--- config.mk ---
export PLATFORM = sky130hd
export DESIGN_NAME = uart_tx8
export DESIGN_NICKNAME = d
export VERILOG_FILES = /design/src/rtl/uart_tx8.sv
export SDC_FILE = /design/constraint.sdc
export NUM_CORES = 1
export LEC_CHECK = 0
export CAP_MARGIN = 5
export CORE_ASPECT_RATIO = 0.7
export CORE_MARGIN = 8
export CORE_UTILIZATION = 50
export DETAILED_ROUTE_END_ITERATION = 8
export GPL_TIMING_DRIVEN = 0
export PLACE_DENSITY = 0.72
export SLEW_MARGIN = 20
export SYNTH_ARGS = -nofsm -noshare
export SYNTH_HDL_FRONTEND = slang
export SYNTH_SLANG_ARGS = --single-unit
--- constraint.sdc ---
create_clock -name clk -period 3.2 [get_ports clk]
set_input_delay 0.48 -clock clk [delete_from_list [all_inputs] [get_ports clk]]
set_output_delay 0.48 -clock clk [all_outputs]
set_load 0.01 [all_outputs]
--- src/rtl/uart_tx8.sv ---
// rtl/uart_tx8.sv - 8x-oversampled UART transmitter, LSB first, optional parity, 1 or 2 stop bits
// Ports:
//   clk       system clock, rising edge
//   rst       synchronous active-high reset
//   bd8_rate  one-clk enable at 8x the baud rate; serial state only advances on it
//   tx_data   byte to send, latched on acceptance
//   tx_valid  byte request from the source
//   tx_ready  high when a byte can be accepted
//   tx        registered serial line, idles high
//   tx_done   one-clk pulse as the last stop bit completes
module uart_tx8 #(
  parameter string PARITY   = "ODD",
  parameter int    STOP_BIT = 1
) (
  input  logic       clk,
  input  logic       rst,
  input  logic       bd8_rate,
  input  logic [7:0] tx_data,
  input  logic       tx_valid,
  output logic       tx_ready,
  output logic       tx,
  output logic       tx_done
);

  localparam bit PAR_EN   = (PARITY == "ODD") || (PARITY == "EVEN");
  localparam bit PAR_ODD  = (PARITY == "ODD");
  localparam bit TWO_STOP = (STOP_BIT == 2);

  typedef enum logic [2:0] {
    S_IDLE,
    S_START,
    S_DATA,
    S_PAR,
    S_STOP1,
    S_STOP2
  } state_e;

  state_e     state_q, state_d;
  logic [2:0] tick_q, tick_d;
  logic [2:0] bit_q, bit_d;
  logic [7:0] data_q, data_d;
  logic       pending_q, pending_d;
  logic       tx_q, tx_d;
  logic       done_q, done_d;

  logic accept;
  logic tick_last;
  logic parity_bit;

  // Ready only when idle with nothing waiting, so a byte can never be
  // overwritten while it is pending or being shifted out.
  assign tx_ready   = (state_q == S_IDLE) && !pending_q;
  assign accept     = tx_valid && tx_ready;
  assign tick_last  = (tick_q == 3'd7);
  assign parity_bit = PAR_ODD ? ~^data_q : ^data_q;

  assign tx      = tx_q;
  assign tx_done = done_q;

  always_comb begin
    state_d   = state_q;
    tick_d    = tick_q;
    bit_d     = bit_q;
    data_d    = data_q;
    pending_d = pending_q;
    tx_d      = tx_q;
    done_d    = 1'b0;

    if (accept) begin
      data_d    = tx_data;
      pending_d = 1'b1;
    end

    if (bd8_rate) begin
      // The tick counter wraps 7->0 naturally at every bit boundary.
      if (state_q != S_IDLE) begin
        tick_d = tick_q + 3'd1;
      end
      case (state_q)
        S_IDLE: begin
          // pending_q is the registered flag, so a byte accepted on this
          // same edge waits for the next pulse.
          if (pending_q) begin
            state_d   = S_START;
            tx_d      = 1'b0;
            tick_d    = 3'd0;
            bit_d     = 3'd0;
            pending_d = 1'b0;
          end
        end
        S_START: begin
          if (tick_last) begin
            state_d = S_DATA;
            tx_d    = data_q[0];
          end
        end
        S_DATA: begin
          if (tick_last) begin
            if (bit_q == 3'd7) begin
              if (PAR_EN) begin
                state_d = S_PAR;
                tx_d    = parity_bit;
              end else begin
                state_d = S_STOP1;
                tx_d    = 1'b1;
              end
            end else begin
              bit_d = bit_q + 3'd1;
              tx_d  = data_q[bit_q + 3'd1];
            end
          end
        end
        S_PAR: begin
          if (tick_last) begin
            state_d = S_STOP1;
            tx_d    = 1'b1;
          end
        end
        S_STOP1: begin
          if (tick_last) begin
            if (TWO_STOP) begin
              state_d = S_STOP2;
            end else begin
              state_d = S_IDLE;
              done_d  = 1'b1;
            end
          end
        end
        S_STOP2: begin
          if (tick_last) begin
            state_d = S_IDLE;
            done_d  = 1'b1;
          end
        end
        default: begin
          state_d = S_IDLE;
          tx_d    = 1'b1;
        end
      endcase
    end
  end

  always_ff @(posedge clk) begin
    if (rst) begin
      state_q   <= S_IDLE;
      tick_q    <= 3'd0;
      bit_q     <= 3'd0;
      data_q    <= 8'h00;
      pending_q <= 1'b0;
      tx_q      <= 1'b1;
      done_q    <= 1'b0;
    end else begin
      state_q   <= state_d;
      tick_q    <= tick_d;
      bit_q     <= bit_d;
      data_q    <= data_d;
      pending_q <= pending_d;
      tx_q      <= tx_d;
      done_q    <= done_d;
    end
  end

endmodule

# Word level (Yosys, flattened, before mapping)
# Cells that the tools add are included.
# totals
mem_bits_ro	0
in_bits	12
n_memories	0
ff_bits	20
latch_bits	0
ramBits	0
word_cells	65
# op_classes
bitwise	2
eq_ne	14
n_addsub	2
magnitude_cmp	1
multipliers	0
n_reduce_logical	12
n_shift	0
n_div	0
mux	27
# ops
cell	n
two-way mux 3 bit	12
one-hot mux 3 bit (5 select lines)	1
equality test 3 bit, second input constant	4
inequality test 2 bit, second input constant	6
two-way mux 1 bit	11
XNOR reduction 8 bit	1
AND reduction 7 bit	1
adder 3 x 1 -> 3 bit, second input constant	2
equality test 3 x 2 -> 1 bit, second input constant	2
one-hot mux 3 bit (2 select lines)	1
AND reduction 6 bit	1
one-hot mux 1 bit (5 select lines)	1
AND reduction 5 bit	1
less-than comparator 3 x 4 -> 1 bit, second input constant	1
binary-select mux 1 bit (select 3 bit)	1
equality test 3 x 1 -> 1 bit, second input constant	1
logical NOT 3 bit	1
nonzero test 3 bit	1
OR reduction 3 bit	1
logical AND 1 bit	2
inequality test 2 x 1 -> 1 bit, second input constant	1
inverter 1 bit	2
nonzero test 2 bit	1
OR reduction 2 bit	1
logical NOT 1 bit	1

# Depth between registers and ports, before layout
# depth
ltp_word	7
depth_mapped	8
mapped_depth_nobuf	7

# Least setup slack after synthesis
# Ideal clock, no wire load.
# synth_path
path_kind	reg2reg
start	register bit_q[0]
end	register tx_q, in the netlist tx
arrival_ns	1.607
setup_slack_ns	1.463
period_less_slack_ns	1.737
n_path_buf	0
setup_ns	0.130
t_required_ns	3.070
path_stages_with_launch	7
path_cell_list	dfxtp_1 ha_1 mux4_2 mux2i_1 nor2_1 a311oi_1 a21oi_1
# synth_via
elab_chain_cells	6
elab_cells_between_ends	7
# synth_rtl
item	line_no	rtl
start, declared	40	logic [2:0] bit_q, bit_d;
start signal, assigned	155	bit_q <= bit_d;
adder 3 x 1 -> 3 bit	109	tx_d = data_q[bit_q + 3'd1];
binary-select mux 1 bit (select 3 bit)	109	
two-way mux 1 bit (not written as such)	109	
two-way mux 1 bit (*)	99	if (bit_q == 3'd7) begin
two-way mux 1 bit (*)	98	if (tick_last) begin
one-hot mux 1 bit (5 select lines) (*)	79	case (state_q)
end signal, assigned	158	tx_q <= tx_d;
end, declared	43	logic tx_q, tx_d;
# Mark *: on every way between the ends. The rest lies on a longest branch, timed or not. The select of a mux whose other input is x is not followed.
# A chain may end at the register's enable or synchronous reset.

# Worst setup path after layout
# layout_path
start	register state_q[2]
end	output tx_ready
# layout_via
elab_chain_cells	2
# layout_rtl
item	line_no	rtl
start, declared	38	state_e state_q, state_d;
start signal, assigned	153	state_q <= state_d;
logical NOT 3 bit	52	assign tx_ready = (state_q == S_IDLE) && !pending_q;
logical AND 1 bit	52	
end, declared	20	output logic tx_ready,
# Every way passes these cells.

==> flow_summary.ini <==
[detailed_routing]
vias_per_cell = 5.39
first_pass_iters = 4
wl_um = 2340
wl_per_cell_um = 13.5
dr_total_vias = 937
remaining_drc_errors = 0
drt-initial-drc-count = 46
detail-route-antenna-nets = 0

[power_and_ir_drop]
seq_power_share = 0.495
power.total_mw = 0.558
p_switching_mw = 0.154
p_comb_frac = 0.240
p_sw_frac = 0.276
p_clk_frac = 0.264
peakVddDrop_mv = 0.359
internal_power_mw = 0.403
power_density_nw_per_um2 = 427
leakage_nw = 0.473

[place]
postPlaceCellArea_um2 = 1270
placed_cells = 170
gp_congestion = 0.886
dpl_worst_slack_ps = 1020
dp_hpwl_um = 1820
portBuffers = 13

[floorplan]
floorplan.initialDensity = 0.519
io_pins = 15
core_area_um2 = 2120
die_w_um = 72.1
die-area_um2 = 3980
num_rows = 14
die_y_um = 55.2

[global_routing]
grt_pass1_wl_um = 4060
grt_usage = 0.126
grt_overflow = 0
antenna_found_initial = 0
grt_max_degree = 12
grt_pass1_vias = 905

[critical_path]
path_cells = buf_6 -> or3_4 -> buf_6 -> nor2_8 -> buf_12 -> clkdlybuf4s50_1
critPathBufInv = 4
slowest_delay_ps = 530
reg2reg_depth = 6
critPathMaxFanout = 10
slowest_stage = clkdlybuf4s50_1
end_kind = output port
required_ps = 2720
regToRegSetupSlack_ps = 1260
cp-start-kind = register
r2r-end = tx
cp.arrival_ps = 2040
r2r_start = bit_q[0]
cp_top_family = buffers and inverters
setup.worst_path.class = register to output port
cpMostUsedCell = buf_6

[cts]
tritoncts.num_buffers = 3
htreeDepth = 1
cts_root_buffer = clkbuf_4
cts_tree = done
cts_hold_buf = 0
clock_path_buffers = 2
post_cts_buffers = 0
insertion_delay_ps = 300
clk_pin_slew_ps = 110
clkSinkCount = 20
post_cts_resize_count = 0

[synth]
netlist_area_um2 = 1100
synth.yosys.seq_area_share = 0.364
synth_warnings = 0
ys_ff_latch = 20
syn_nets = 141
ys.flop_type = dfxtp_1
postSynth.asyncResetShare = 0
avgSynthCellArea_um2 = 8.80
synth_cells = 125
synth_edf_count = 0
synth.distinct_cells = 35

[timing]
setup_tns_ps = 0
tightest_slew_ps = 479
post-route-period-util = 0.788
slew_headroom = 0.681
max_freq_mhz = 396
maxSlewViolCount = 0
fin_ws_ps = 677
setup_viol_count_final = 0
final-hold-violation-count = 0
holdWs_ps = 481
finClkSkew_ps = 1.55
rsz0062_at_grt = no
period_needed_ps = 2520

[final_layout]
nFillCells = 185
final_area_um2 = 1310
diodes = 0
fin_nets = 159
drive_above_1_share = 0.0986
area_growth_pct = 18.8
layout_commonest_cell = dfxtp_1
fin_cells = 174
fin_util = 0.616
final_cell_mix = dfxtp_1 (20), a21oi_1 (15), nor2_1 (14)

[run]
cap_violations = 0

[hold_path]
min_path_type = input port to register
hold-path-endpoint = data_q[4]
hold_depth = 3
min-delay-start = tx_valid

[outcome]
status = completed
-- worst max path at each step --
stage,slack (ps),to,cells after the start,startpoint
2_1_floorplan,1460,tx,6,bit_q[0]
3_3_place_gp,1010,tx_ready,6,state_q[2]
3_5_place_dp,1020,tx_ready,6,state_q[2]
4_1_cts,660,tx_ready,6,state_q[2]
5_1_grt,590,tx_ready,6,state_q[2]
6_report,680,tx_ready,6,state_q[2]
-- state kept, by name, indices dropped and copies added (netlist names) --
| signal | cells |
|---|---|
| data_q | 8 |
| bit_q | 3 |
| state_q | 3 |
| tick_q | 3 |
| pending_q | 1 |
| tx | 1 |
| tx_done | 1 |
-- layer usage --
layer  part of all wire  GRT usage
met5                  0          0
met1               0.49      0.161
met4              0.012     0.0551
met3              0.055     0.0324
met2               0.44      0.193
-- cells by family after synthesis --
group,Yosys count,share of synthesized area
AND/OR/NAND/NOR,48,0.230
AO/OA/AOI/OAI,32,0.179
flip-flops,20,0.364
buffers and inverters,11,0.0762
XOR/XNOR,7,0.0557
adder cells (fa/ha/maj),4,0.0455
multiplexers,3,0.0501
-- layout make-up --
cell class | count | area (um2) | share of cell area
plain buffers | 9 | 76.3 | 0.0584
clock buffers | 4 | 36.3 | 0.0278
inverters | 2 | 7.51 | 0.00575
multi-input cells | 94 | 616 | 0.471
flip-flops and latches | 20 | 400 | 0.307
well taps | 32 | 40.0 | 0.0307
repair buffers | 13 | 130 | 0.0996
-- tightest hold or removal path, stage by stage --
cell and delay, ps:
clkbuf_8 140, nand3_1 80, a21oi_1 50
-- power by group through the flow --
stage / sequential, mW / clock [mW] / combinational, mW
CTS: 0.276 / 0.151 / 0.135
finish: 0.276 / 0.147 / 0.134
detailed placement: 0.282 / 0 / 0.134
global route: 0.278 / 0.161 / 0.148
global placement: 0.280 / 0 / 0.132
floorplan: 0.278 / 0 / 0.100
-- synthesized netlist by cell type, types with 2 or more instances --
master,number,area share
mux4_2,2,0.041
nand2_1,12,0.041
a2bb2oi_1,2,0.016
xnor2_1,7,0.056
nor4b_1,2,0.016
nand3b_1,2,0.014
inv_1,2,0.0068
a21oi_1,15,0.068
a22oi_1,2,0.014
o21ai_0,4,0.018
ha_1,4,0.046
dfxtp_1,20,0.36
nor3_1,2,0.0091
nor2_1,14,0.048
clkbuf_1,4,0.014
a32oi_1,2,0.016
buf_6,2,0.020
nand3_1,10,0.046
(Power assumes the default switching activity.)
